`src/rtl/router_pkg.sv`:
```
// Shared definitions for the router output-port drain: header layout and drain FSM states.
package router_pkg;

  localparam int unsigned DATA_W_DEF = 8;

  // Header byte = {len[7:2], addr[1:0]}
  localparam int unsigned LEN_MSB  = 7;
  localparam int unsigned LEN_LSB  = 2;
  localparam int unsigned ADDR_MSB = 1;
  localparam int unsigned ADDR_LSB = 0;
  localparam int unsigned LEN_W    = LEN_MSB - LEN_LSB + 1;

  typedef enum logic [2:0] {
    IDLE,
    HDR,
    PLD,
    PAR,
    DONE
  } drain_st_e;

endpackage

```
`src/rtl/router_drain_skid.sv`:
```
// Two-entry {data,last} FIFO between the port-FIFO reader and the payload stream.
module router_drain_skid #(
  parameter int unsigned DATA_W = 8
) (
  input  logic              clock,
  input  logic              reset,
  input  logic              i_push,
  input  logic [DATA_W-1:0] i_data,
  input  logic              i_last,
  input  logic              i_force_last,
  output logic              o_valid,
  output logic [DATA_W-1:0] o_data,
  output logic              o_last,
  input  logic              i_ready,
  output logic [1:0]        o_free
);

  logic [DATA_W-1:0] r_data [2];
  logic [1:0]        r_last;
  logic              r_wr_ptr;
  logic              r_rd_ptr;
  logic [1:0]        r_cnt;
  logic              w_push;
  logic              w_pop;

  assign o_valid = (r_cnt != 2'd0);
  assign o_data  = r_data[r_rd_ptr];
  assign o_last  = r_last[r_rd_ptr];
  assign o_free  = 2'd2 - r_cnt;
  assign w_pop   = o_valid && i_ready;
  assign w_push  = i_push && (r_cnt != 2'd2);

  always_ff @(posedge clock) begin
    if (reset) begin
      r_data[0] <= '0;
      r_data[1] <= '0;
      r_last    <= '0;
      r_wr_ptr  <= 1'b0;
      r_rd_ptr  <= 1'b0;
      r_cnt     <= 2'd0;
    end else begin
      if (w_push) begin
        r_data[r_wr_ptr] <= i_data;
        r_last[r_wr_ptr] <= i_last;
        r_wr_ptr         <= ~r_wr_ptr;
      end
      if (w_pop) begin
        r_rd_ptr <= ~r_rd_ptr;
      end
      // Truncated packet: the newest queued byte becomes its tail
      if (i_force_last && (r_cnt != 2'd0)) begin
        r_last[~r_wr_ptr] <= 1'b1;
      end
      unique case ({w_push, w_pop})
        2'b10:   r_cnt <= r_cnt + 2'd1;
        2'b01:   r_cnt <= r_cnt - 2'd1;
        default: r_cnt <= r_cnt;
      endcase
    end
  end

endmodule

```
`src/rtl/router_port_drain.sv`:
```
// Router output-port drain: parses header/payload/parity from the port FIFO onto a stream.
// Optional statistics counters are enabled with the ROUTER_DRAIN_STATS_EN macro.
module router_port_drain
  import router_pkg::*;
#(
  parameter int unsigned DATA_W  = DATA_W_DEF,
  parameter logic [1:0]  PORT_ID = 2'b00
`ifdef ROUTER_DRAIN_STATS_EN
  ,
  parameter int unsigned CNT_W   = 16
`endif
) (
  input  logic              clock,
  input  logic              reset,
  input  logic              vld_out,
  input  logic [DATA_W-1:0] data_out,
  input  logic              soft_reset,
  output logic              read_enb,
  output logic              m_valid,
  output logic [DATA_W-1:0] m_data,
  output logic              m_last,
  input  logic              m_ready,
  output logic              pkt_done,
  output logic [LEN_W-1:0]  pkt_len,
  output logic              parity_err,
  output logic              misroute,
  output logic              pkt_abort
`ifdef ROUTER_DRAIN_STATS_EN
  ,
  output logic [CNT_W-1:0]  pkt_cnt,
  output logic [CNT_W-1:0]  err_cnt,
  output logic [CNT_W-1:0]  abort_cnt
`endif
);

  drain_st_e         r_state;
  drain_st_e         w_state_d;
  logic              r_in_flight;
  logic [DATA_W-1:0] r_acc;
  logic [LEN_W-1:0]  r_len;
  logic [LEN_W-1:0]  r_rd_cnt;
  logic [LEN_W-1:0]  r_cap_cnt;
  logic              r_addr_bad;
  logic [LEN_W-1:0]  r_pkt_len;
  logic              r_parity_err;
  logic              r_misroute;
  logic              r_abort;

  logic              w_rd;
  logic              w_push;
  logic              w_push_last;
  logic              w_par_cap;
  logic              w_force_last;
  logic [1:0]        w_free;
  logic [LEN_W-1:0]  w_hdr_len;

  assign w_hdr_len    = data_out[LEN_MSB:LEN_LSB];
  assign w_force_last = soft_reset && (r_state == PLD);

  always_comb begin
    w_state_d   = r_state;
    w_rd        = 1'b0;
    w_push      = 1'b0;
    w_push_last = 1'b0;
    w_par_cap   = 1'b0;
    unique case (r_state)
      IDLE: begin
        if (vld_out && !r_in_flight) begin
          w_rd      = 1'b1;
          w_state_d = HDR;
        end
      end
      HDR: begin
        if (r_in_flight) begin
          w_state_d = (w_hdr_len == '0) ? PAR : PLD;
        end
      end
      PLD: begin
        // Reserve a skid slot for the byte still in flight before issuing another read
        w_rd = vld_out && (w_free > {1'b0, r_in_flight}) && (r_rd_cnt < r_len);
        if (r_in_flight) begin
          w_push      = 1'b1;
          w_push_last = (r_cap_cnt == (r_len - LEN_W'(1)));
          if (w_push_last) begin
            w_state_d = PAR;
          end
        end
      end
      PAR: begin
        w_rd = vld_out && !r_in_flight;
        if (r_in_flight) begin
          w_par_cap = 1'b1;
          w_state_d = DONE;
        end
      end
      DONE:    w_state_d = IDLE;
      default: w_state_d = IDLE;
    endcase
    if (soft_reset) begin
      w_state_d = IDLE;
      w_rd      = 1'b0;
      w_push    = 1'b0;
      w_par_cap = 1'b0;
    end
  end

  always_ff @(posedge clock) begin
    if (reset) begin
      r_state      <= IDLE;
      r_in_flight  <= 1'b0;
      r_acc        <= '0;
      r_len        <= '0;
      r_rd_cnt     <= '0;
      r_cap_cnt    <= '0;
      r_addr_bad   <= 1'b0;
      r_pkt_len    <= '0;
      r_parity_err <= 1'b0;
      r_misroute   <= 1'b0;
      r_abort      <= 1'b0;
    end else begin
      r_state     <= w_state_d;
      r_in_flight <= w_rd;
      r_abort     <= soft_reset && (r_state != IDLE);
      if (soft_reset) begin
        r_acc     <= '0;
        r_rd_cnt  <= '0;
        r_cap_cnt <= '0;
      end else begin
        if ((r_state == HDR) && r_in_flight) begin
          r_acc      <= data_out;
          r_len      <= w_hdr_len;
          r_addr_bad <= (data_out[ADDR_MSB:ADDR_LSB] != PORT_ID);
          r_rd_cnt   <= '0;
          r_cap_cnt  <= '0;
        end
        if (r_state == PLD) begin
          if (w_rd) begin
            r_rd_cnt <= r_rd_cnt + LEN_W'(1);
          end
          if (r_in_flight) begin
            r_acc     <= r_acc ^ data_out;
            r_cap_cnt <= r_cap_cnt + LEN_W'(1);
          end
        end
        if (w_par_cap) begin
          r_pkt_len    <= r_len;
          r_parity_err <= (r_acc != data_out);
          r_misroute   <= r_addr_bad;
          r_acc        <= '0;
        end
      end
    end
  end

  assign read_enb   = w_rd;
  assign pkt_done   = (r_state == DONE);
  assign pkt_len    = r_pkt_len;
  assign parity_err = pkt_done && r_parity_err;
  assign misroute   = pkt_done && r_misroute;
  assign pkt_abort  = r_abort;

  router_drain_skid #(
    .DATA_W(DATA_W)
  ) u_skid (
    .clock       (clock),
    .reset       (reset),
    .i_push      (w_push),
    .i_data      (data_out),
    .i_last      (w_push_last),
    .i_force_last(w_force_last),
    .o_valid     (m_valid),
    .o_data      (m_data),
    .o_last      (m_last),
    .i_ready     (m_ready),
    .o_free      (w_free)
  );

`ifdef ROUTER_DRAIN_STATS_EN
  logic [CNT_W-1:0] r_pkt_cnt;
  logic [CNT_W-1:0] r_err_cnt;
  logic [CNT_W-1:0] r_abort_cnt;

  always_ff @(posedge clock) begin
    if (reset) begin
      r_pkt_cnt   <= '0;
      r_err_cnt   <= '0;
      r_abort_cnt <= '0;
    end else begin
      if (pkt_done && (r_pkt_cnt != '1)) begin
        r_pkt_cnt <= r_pkt_cnt + CNT_W'(1);
      end
      if (pkt_done && (parity_err || misroute) && (r_err_cnt != '1)) begin
        r_err_cnt <= r_err_cnt + CNT_W'(1);
      end
      if (pkt_abort && (r_abort_cnt != '1)) begin
        r_abort_cnt <= r_abort_cnt + CNT_W'(1);
      end
    end
  end

  assign pkt_cnt   = r_pkt_cnt;
  assign err_cnt   = r_err_cnt;
  assign abort_cnt = r_abort_cnt;
`endif

endmodule

```
`config.mk`:
```
export PLATFORM = sky130hd
export DESIGN_NAME = router_port_drain
export DESIGN_NICKNAME = d
export VERILOG_FILES = /design/src/rtl/router_pkg.sv /design/src/rtl/router_drain_skid.sv /design/src/rtl/router_port_drain.sv
export SDC_FILE = /design/constraint.sdc
export NUM_CORES = 1
export LEC_CHECK = 0
export ABC_AREA = 1
export BUFFER_PORTS_ARGS = -buffer_cell sky130_fd_sc_hd__buf_4
export CORE_ASPECT_RATIO = 1.75
export CORE_MARGIN = 4
export CORE_UTILIZATION = 51
export CTS_CLUSTER_SIZE = 20
export DETAILED_ROUTE_END_ITERATION = 10
export PLACE_DENSITY = 0.7
export SYNTH_ARGS = -nofsm -noshare
export SYNTH_HDL_FRONTEND = slang
export SYNTH_SLANG_ARGS = --single-unit
```
`constraint.sdc`:
```
create_clock -name clock -period 2.3 [get_ports clock]
set_input_delay 0.575 -clock clock [delete_from_list [all_inputs] [get_ports clock]]
set_output_delay 0.575 -clock clock [all_outputs]
set_load 0.005 [all_outputs]
```
==> impl_metrics.json, run 1 <==
{
  "rows": 38,
  "maxCapViolCount": 0,
  "grt_pass1_wl_um": 13100,
  "wl_per_cell_um": 14.6,
  "async_reset_ff_share_pct": 0,
  "synth_fa_ha_area_share_pct": 4.48,
  "first_iter_violations": 222,
  "cts-root-buf": "clkbuf_8",
  "io_pins": 34,
  "fin_util_pct": 64.1,
  "synth_common_cells": "85 x nand2_1, 52 x inv_1, 47 x dfxtp_1, 47 x nor2_1, 28 x a21oi_1",
  "synth-simple-area-share_pct": 23.9,
  "clock-sinks": 63,
  "grt.overflow.total": 0,
  "critPathMaxFanout": 5,
  "grt_max_degree": 18,
  "cts_tree": "built",
  "power_frac_comb_pct": 9.7,
  "track_usage_pct": 21.0,
  "cts_buffer_depth": 2,
  "final_max_slew_viol_count": 0,
  "antenna_left": 0,
  "drc_errors": 0,
  "synthXorXnorAreaFrac_pct": 3.92,
  "seq_power_share_pct": 51.7,
  "ir_drop_mv": 0.405,
  "ys_ff_latch": 63,
  "clock.fmax_mhz": 444,
  "antenna-diode-count": 0,
  "avgSynthCellArea_um2": 7.83,
  "p_int_uw": 1680,
  "worstMarginPinSlew_ps": 416,
  "htree_num_levels": 3,
  "dieArea_mm2": 0.00799,
  "max_stage_delay_ps": 400,
  "clkPwrFrac_pct": 38.6,
  "crit_type": "reg -> out",
  "grt_setup_unrepaired": "true",
  "hold-path-endpoint": "r_misroute",
  "yosysWarnings": 0,
  "vias_per_cell": 5.29,
  "routed-via-count": 2942,
  "synth_nets": 453,
  "coreArea_mm2": 0.00628,
  "synth_compound_area_share_pct": 13.7,
  "hold_viol_final": 0,
  "worstPathRequired_ps": 1730,
  "status": "complete, no violations",
  "min_period_ps": 2250,
  "ys.flop_type": "dfxtp_1",
  "period_share_pct": 97.8,
  "ys_seq_area_share_pct": 42.4,
  "r2r-end": "u_skid.r_cnt[1]",
  "netlist.area_leader.share_pct": 28.1,
  "io_buffer_count": 33,
  "max-slew-margin-rel_pct": 72.2,
  "synth.mux.area_fraction_pct": 2.69,
  "cp.arrival_ps": 1680,
  "critPathSlowestCell": "dfxtp_2",
  "clkSlewWorstSetupHoldPaths_ps": 70,
  "die_h_um": 115,
  "yosysMostFrequentCell": "nand2_1",
  "synth_edf_count": 16,
  "critPathMostFrequentCell": "nand2_2",
  "initial_core_util_pct": 53.4,
  "synth_area_mm2": 0.00335,
  "worst_setup_path_start_kind": "register",
  "clock_latency_ps": 360,
  "crit_path_cell_trace": "ha_4 -> nand2_2 -> nand2_2 -> a21oi_2 -> nand4_1 -> nand2_2 -> nand2_2 -> inv_2 -> buf_4",
  "reg2regPathDepth": 11,
  "drt-total-wl_um": 8130,
  "gp_congestion": 0.844,
  "setup_viol": 0,
  "grt_pass1_vias": 2877,
  "whs_ps": 457,
  "finClkSkew_ps": 7.44,
  "syn-instance-count": 428,
  "dr.pass1.iters": 4,
  "synth.distinct_cells": 37,
  "dp_hpwl_um": 6070,
  "ys_top_cells_by_area": "dfxtp_1 28%, edfxtp_1 14%, nand2_1 9.5%",
  "cts_made_buffers": 9,
  "p_leak_uw": 0.00167,
  "yosysTopAreaCell": "dfxtp_1",
  "antenna_found_initial": 0,
  "cts_hold_buf": 0,
  "syn_to_final_growth_pct": 20.0,
  "dieWidth_um": 69.3,
  "swShare_pct": 25.2,
  "reg2reg_slack_ps": 450,
  "hold_depth": 2,
  "hp-class": "reg -> reg",
  "drive_gt1_share_pct": 25.8,
  "worstReg2RegStart": "r_in_flight",
  "crit_path_end_kind": "output pin",
  "power_switching_uw": 567,
  "nets": 496,
  "synth_top_family_by_area": "simple AND/OR/NAND/NOR gates",
  "power_density_mw_per_mm2": 559,
  "min-delay-start": "r_misroute"
}
==> routing by layer <==
layer	global-route usage, %	vias to the layer above	wire (um)
met1	19.7	1351	2970
met2	40.0	71	4510
li1	-	1496	-
met3	5.86	24	332
met4	12.0	0	316
met5	0	-	0
==> how the worst max path moves through the flow <==
stage | start | to | slack, ps | cells past startpoint
4_1_cts | r_len[4] | read_enb | 6 | 10
2_1_floorplan | r_len[3] | read_enb | 440 | 9
6_report | r_rd_cnt[3] | read_enb | 50 | 9
3_3_place_gp | r_len[3] | read_enb | 180 | 10
5_1_grt | r_rd_cnt[3] | read_enb | -40 | 9
3_5_place_dp | r_len[3] | read_enb | 120 | 10
==> worst max-delay path, delay by kind of cell, from the launching register on <==
kind | cells | cell delay [ps]
AOI/OAI and AO/OA | 1 | 150
adders and majority gates | 1 | 230
buffers and inverters | 2 | 140
DFF | 1 | 400
and+or+nand+nor | 5 | 390
==> logic make-up (layout without fill, tap and decap cells) <==
group | after synthesis | count (layout)
compound gates | 80 | 80
buf+inv | 72 | 120
flops | 63 | 63
fa+ha+maj | 12 | 12
simple gates | 178 | 178
xor+xnor | 15 | 15
mux | 8 | 8
==> cells in the final DEF, fill, tap and decap left out, types with 8 or more instances in the layout <==
master and n:
nand2_2 9, nor2_1 46, nand2_1 79, clkbuf_8 11, nand3_1 15, xor2_1 9
buf_4 43, dfxtp_2 9, nand4_1 9, inv_2 11, edfxtp_1 16, o21ai_0 23
inv_1 45, o211ai_1 9, mux2_2 8, a21oi_1 27, dfxtp_1 36
==> state kept, by name (all words and copies together) (netlist names), named ones only <==
name             count
r_rd_cnt             6
u_skid.r_wr_ptr      1
r_acc                8
u_skid.r_data       16
r_misroute           1
r_parity_err         1
pkt_len              6
r_cap_cnt            6
pkt_abort            1
u_skid.r_last        2
r_state              3
r_len                6
u_skid.r_rd_ptr      1
r_in_flight          1
r_addr_bad           1
u_skid.r_cnt         2
==> final cells by class <==
cell class                      instances  area (um^2)
Clock buffer                           15          166
Clock inverter                          1         5.00
Inverter                               61          241
Tap cell                               80          100
Fill cell                             561         2250
Timing Repair Buffer                   43          323
Sequential cell                        63         1440
Multi-Input combinational cell        293         1750
==> timing repair <==
item | in CTS | in global routing
endpoints found under the setup margin | 1 | 1
pin swaps | 4 | 11
setup buffers | 3 | 1
gates resized for setup | 14 | 26
==> power by group through the flow <==
stage          clock, uW  sequential, uW  combinational (uW)
2_1_floorplan          0            1190                 133
3_3_place_gp           0            1190                 205
3_5_place_dp           0            1190                 206
4_1_cts              881            1160                 213
5_1_grt              930            1160                 243
6_report             869            1160                 219
==> per-stage QoR <==
step / instances / instance area, um^2 / TNS (ps) / total power [uW] / setup slack (ps)
final: 556 / 4020 / 0 / 2250 / 49.6
after global routing: 556 / 4020 / -39.9 / 2340 / -39.9
after CTS: 555 / 3910 / 0 / 2260 / 6.07
after detailed placement: 536 / 3680 / 0 / 1390 / 119
after global placement: 536 / 3680 / 0 / 1390 / 179
after floorplan: 428 / 3350 / 0 / 1320 / 444
(Power assumes the default switching activity.)
==> inputs of run 2 (changes only) <==
BUFFER_PORTS_ARGS = default   (was -buffer_cell sky130_fd_sc_hd__buf_4)
DONT_BUFFER_PORTS = 1   (was default)
PLACE_DENSITY = 0.66   (was 0.7)
==> run 2 against run 1 <==
Compared with the run above: die area unchanged; fmax increased by 2.2%; flip-flop and latch count unchanged; setup slack improved by 49 ps; combinational power decreased by 20%; critical path depth unchanged; sequential power about the same; critical path type unchanged; largest cell class unchanged.
==> impl_metrics.json, run 2 (same netlist as run 1, synthesis figures left out) <==
{
  "tns_ps": 0,
  "fin_util_pct": 58.5,
  "largest_reg_flops": 16,
  "cts_buffer_depth": 2,
  "antenna_found_initial": 0,
  "max-slew-margin-rel_pct": 69.4,
  "grt_pass1_vias": 2782,
  "clock.fmax_mhz": 454,
  "cts-root-buf": "clkbuf_8",
  "initial_core_util_pct": 53.4,
  "grt_max_degree": 20,
  "ir_drop_mv": 0.436,
  "clock-sinks": 63,
  "drc_errors": 0,
  "final_max_slew_viol_count": 0,
  "coreArea_mm2": 0.00628,
  "htree_num_levels": 3,
  "reg_top3": "u_skid.r_data x16, r_acc x8",
  "antenna_left": 0,
  "critPathMaxFanout": 5,
  "first_iter_violations": 225,
  "finClkSkew_ps": 11.8,
  "drive_gt1_share_pct": 16.8,
  "setup_viol": 0,
  "clkSlewWorstSetupHoldPaths_ps": 60,
  "grt_pass1_wl_um": 13200,
  "wl_per_cell_um": 15.3,
  "crit_path_end_kind": "output pin",
  "clock_latency_ps": 340,
  "rows": 38,
  "cp.arrival_ps": 1630,
  "vias_per_cell": 5.41,
  "maxCapViolCount": 0,
  "drt-total-wl_um": 7990,
  "status": "complete, no violations",
  "dieWidth_um": 69.3,
  "regMostFlops": "u_skid.r_data",
  "power_switching_uw": 550,
  "syn_to_final_growth_pct": 9.55,
  "cts_tree": "built",
  "gp_congestion": 0.871,
  "power_frac_comb_pct": 8.1,
  "crit_type": "reg -> out",
  "worstPathRequired_ps": 1730,
  "period_share_pct": 95.7,
  "min_period_ps": 2200,
  "worst_setup_path_start_kind": "register",
  "whs_ps": 300,
  "p_int_uw": 1630,
  "track_usage_pct": 21.2,
  "dr.pass1.iters": 4,
  "hold_viol_final": 0,
  "power_density_mw_per_mm2": 593,
  "io_pins": 34,
  "die_h_um": 115,
  "seq_power_share_pct": 53.4,
  "worstMarginPinSlew_ps": 458,
  "final_common_cell": "nand2_1",
  "routed-via-count": 2819,
  "clkPwrFrac_pct": 38.5,
  "hp-class": "in -> reg",
  "design_area_mm2": 0.00367,
  "cts_made_buffers": 9,
  "swShare_pct": 25.3,
  "nFillCells": 612,
  "io_buffer_count": 0,
  "nets": 461,
  "antenna-diode-count": 0,
  "p_leak_uw": 0.00148,
  "dpl-instance-area_mm2": 0.00343,
  "finalPower_uw": 2180,
  "dp_hpwl_um": 6120,
  "final_cell_mix": "85 x nand2_1, 47 x inv_1, 47 x nor2_1",
  "dieArea_mm2": 0.00799,
  "grt.overflow.total": 0
}
[run 2: cell types whose count changed in the layout (fill, tap and decap cells not counted), sizes merged]
cell,delta
buf,-35
clkbuf,-1
clkinv,+1
[run 2: critical path: stages (launching register included)]
cell     delay, ps
dfxtp_2        350
inv_2           80
ha_4           250
nand2_1         50
nand2_1         70
a21oi_2        150
nand4_1        110
nand2_2         90
nand2_1         60
inv_1           80
[run 2: power by group through the flow]
| stage | Clock [uW] | Sequential, uW | Combinational (uW) |
|---|---|---|---|
| 3_3_place_gp | 0 | 1190 | 165 |
| 2_1_floorplan | 0 | 1190 | 133 |
| 6_report | 839 | 1160 | 176 |
| 4_1_cts | 845 | 1160 | 171 |
| 3_5_place_dp | 0 | 1190 | 166 |
| 5_1_grt | 899 | 1170 | 198 |
[run 2: what timing repair did]
| item | 4_1_cts | 5_1_grt |
|---|---|---|
| pin swaps | 1 | 4 |
| hold buffers | 0 | 0 |
| endpoints found under the setup margin | 1 | 1 |
| gates resized for setup | 5 | 14 |
| setup buffers | 1 | 1 |
[run 2: final timing paths]
kind                            cells after the start  slack [ps]        from              end
worst max-delay path                                9         100    r_len[3]         read_enb
worst min-delay path                                1         300       reset      r_in_flight
worst max register to register                      9         470  r_state[2]  u_skid.r_cnt[1]
worst min register to register                      2         460  r_misroute       r_misroute
[run 2: stage by stage]
step / instances / setup WS, ps
6_report: 521 / 98.7
5_1_grt: 521 / -7.17
4_1_cts: 520 / 12.7
3_5_place_dp: 503 / 237
3_3_place_gp: 503 / 263
2_1_floorplan: 428 / 444
[run 2: final cells by class]
cell class	instances	area [um^2]	area share, %
Multi-Input combinational cell	293	1690	45.9
Sequential cell	63	1430	39.0
Inverter	61	231	6.30
Clock buffer	14	153	4.16
Tap cell	80	100	2.72
Timing Repair Buffer	8	60.1	1.63
Clock inverter	2	10.0	0.272
[run 2: routing by layer]
layer,GRT usage (%),vias to the layer above,wire [um]
li1,-,1431,-
met1,20.5,1322,3000
met2,40.8,48,4510
met3,5.25,18,268
met4,10.7,0,204
met5,0,-,0
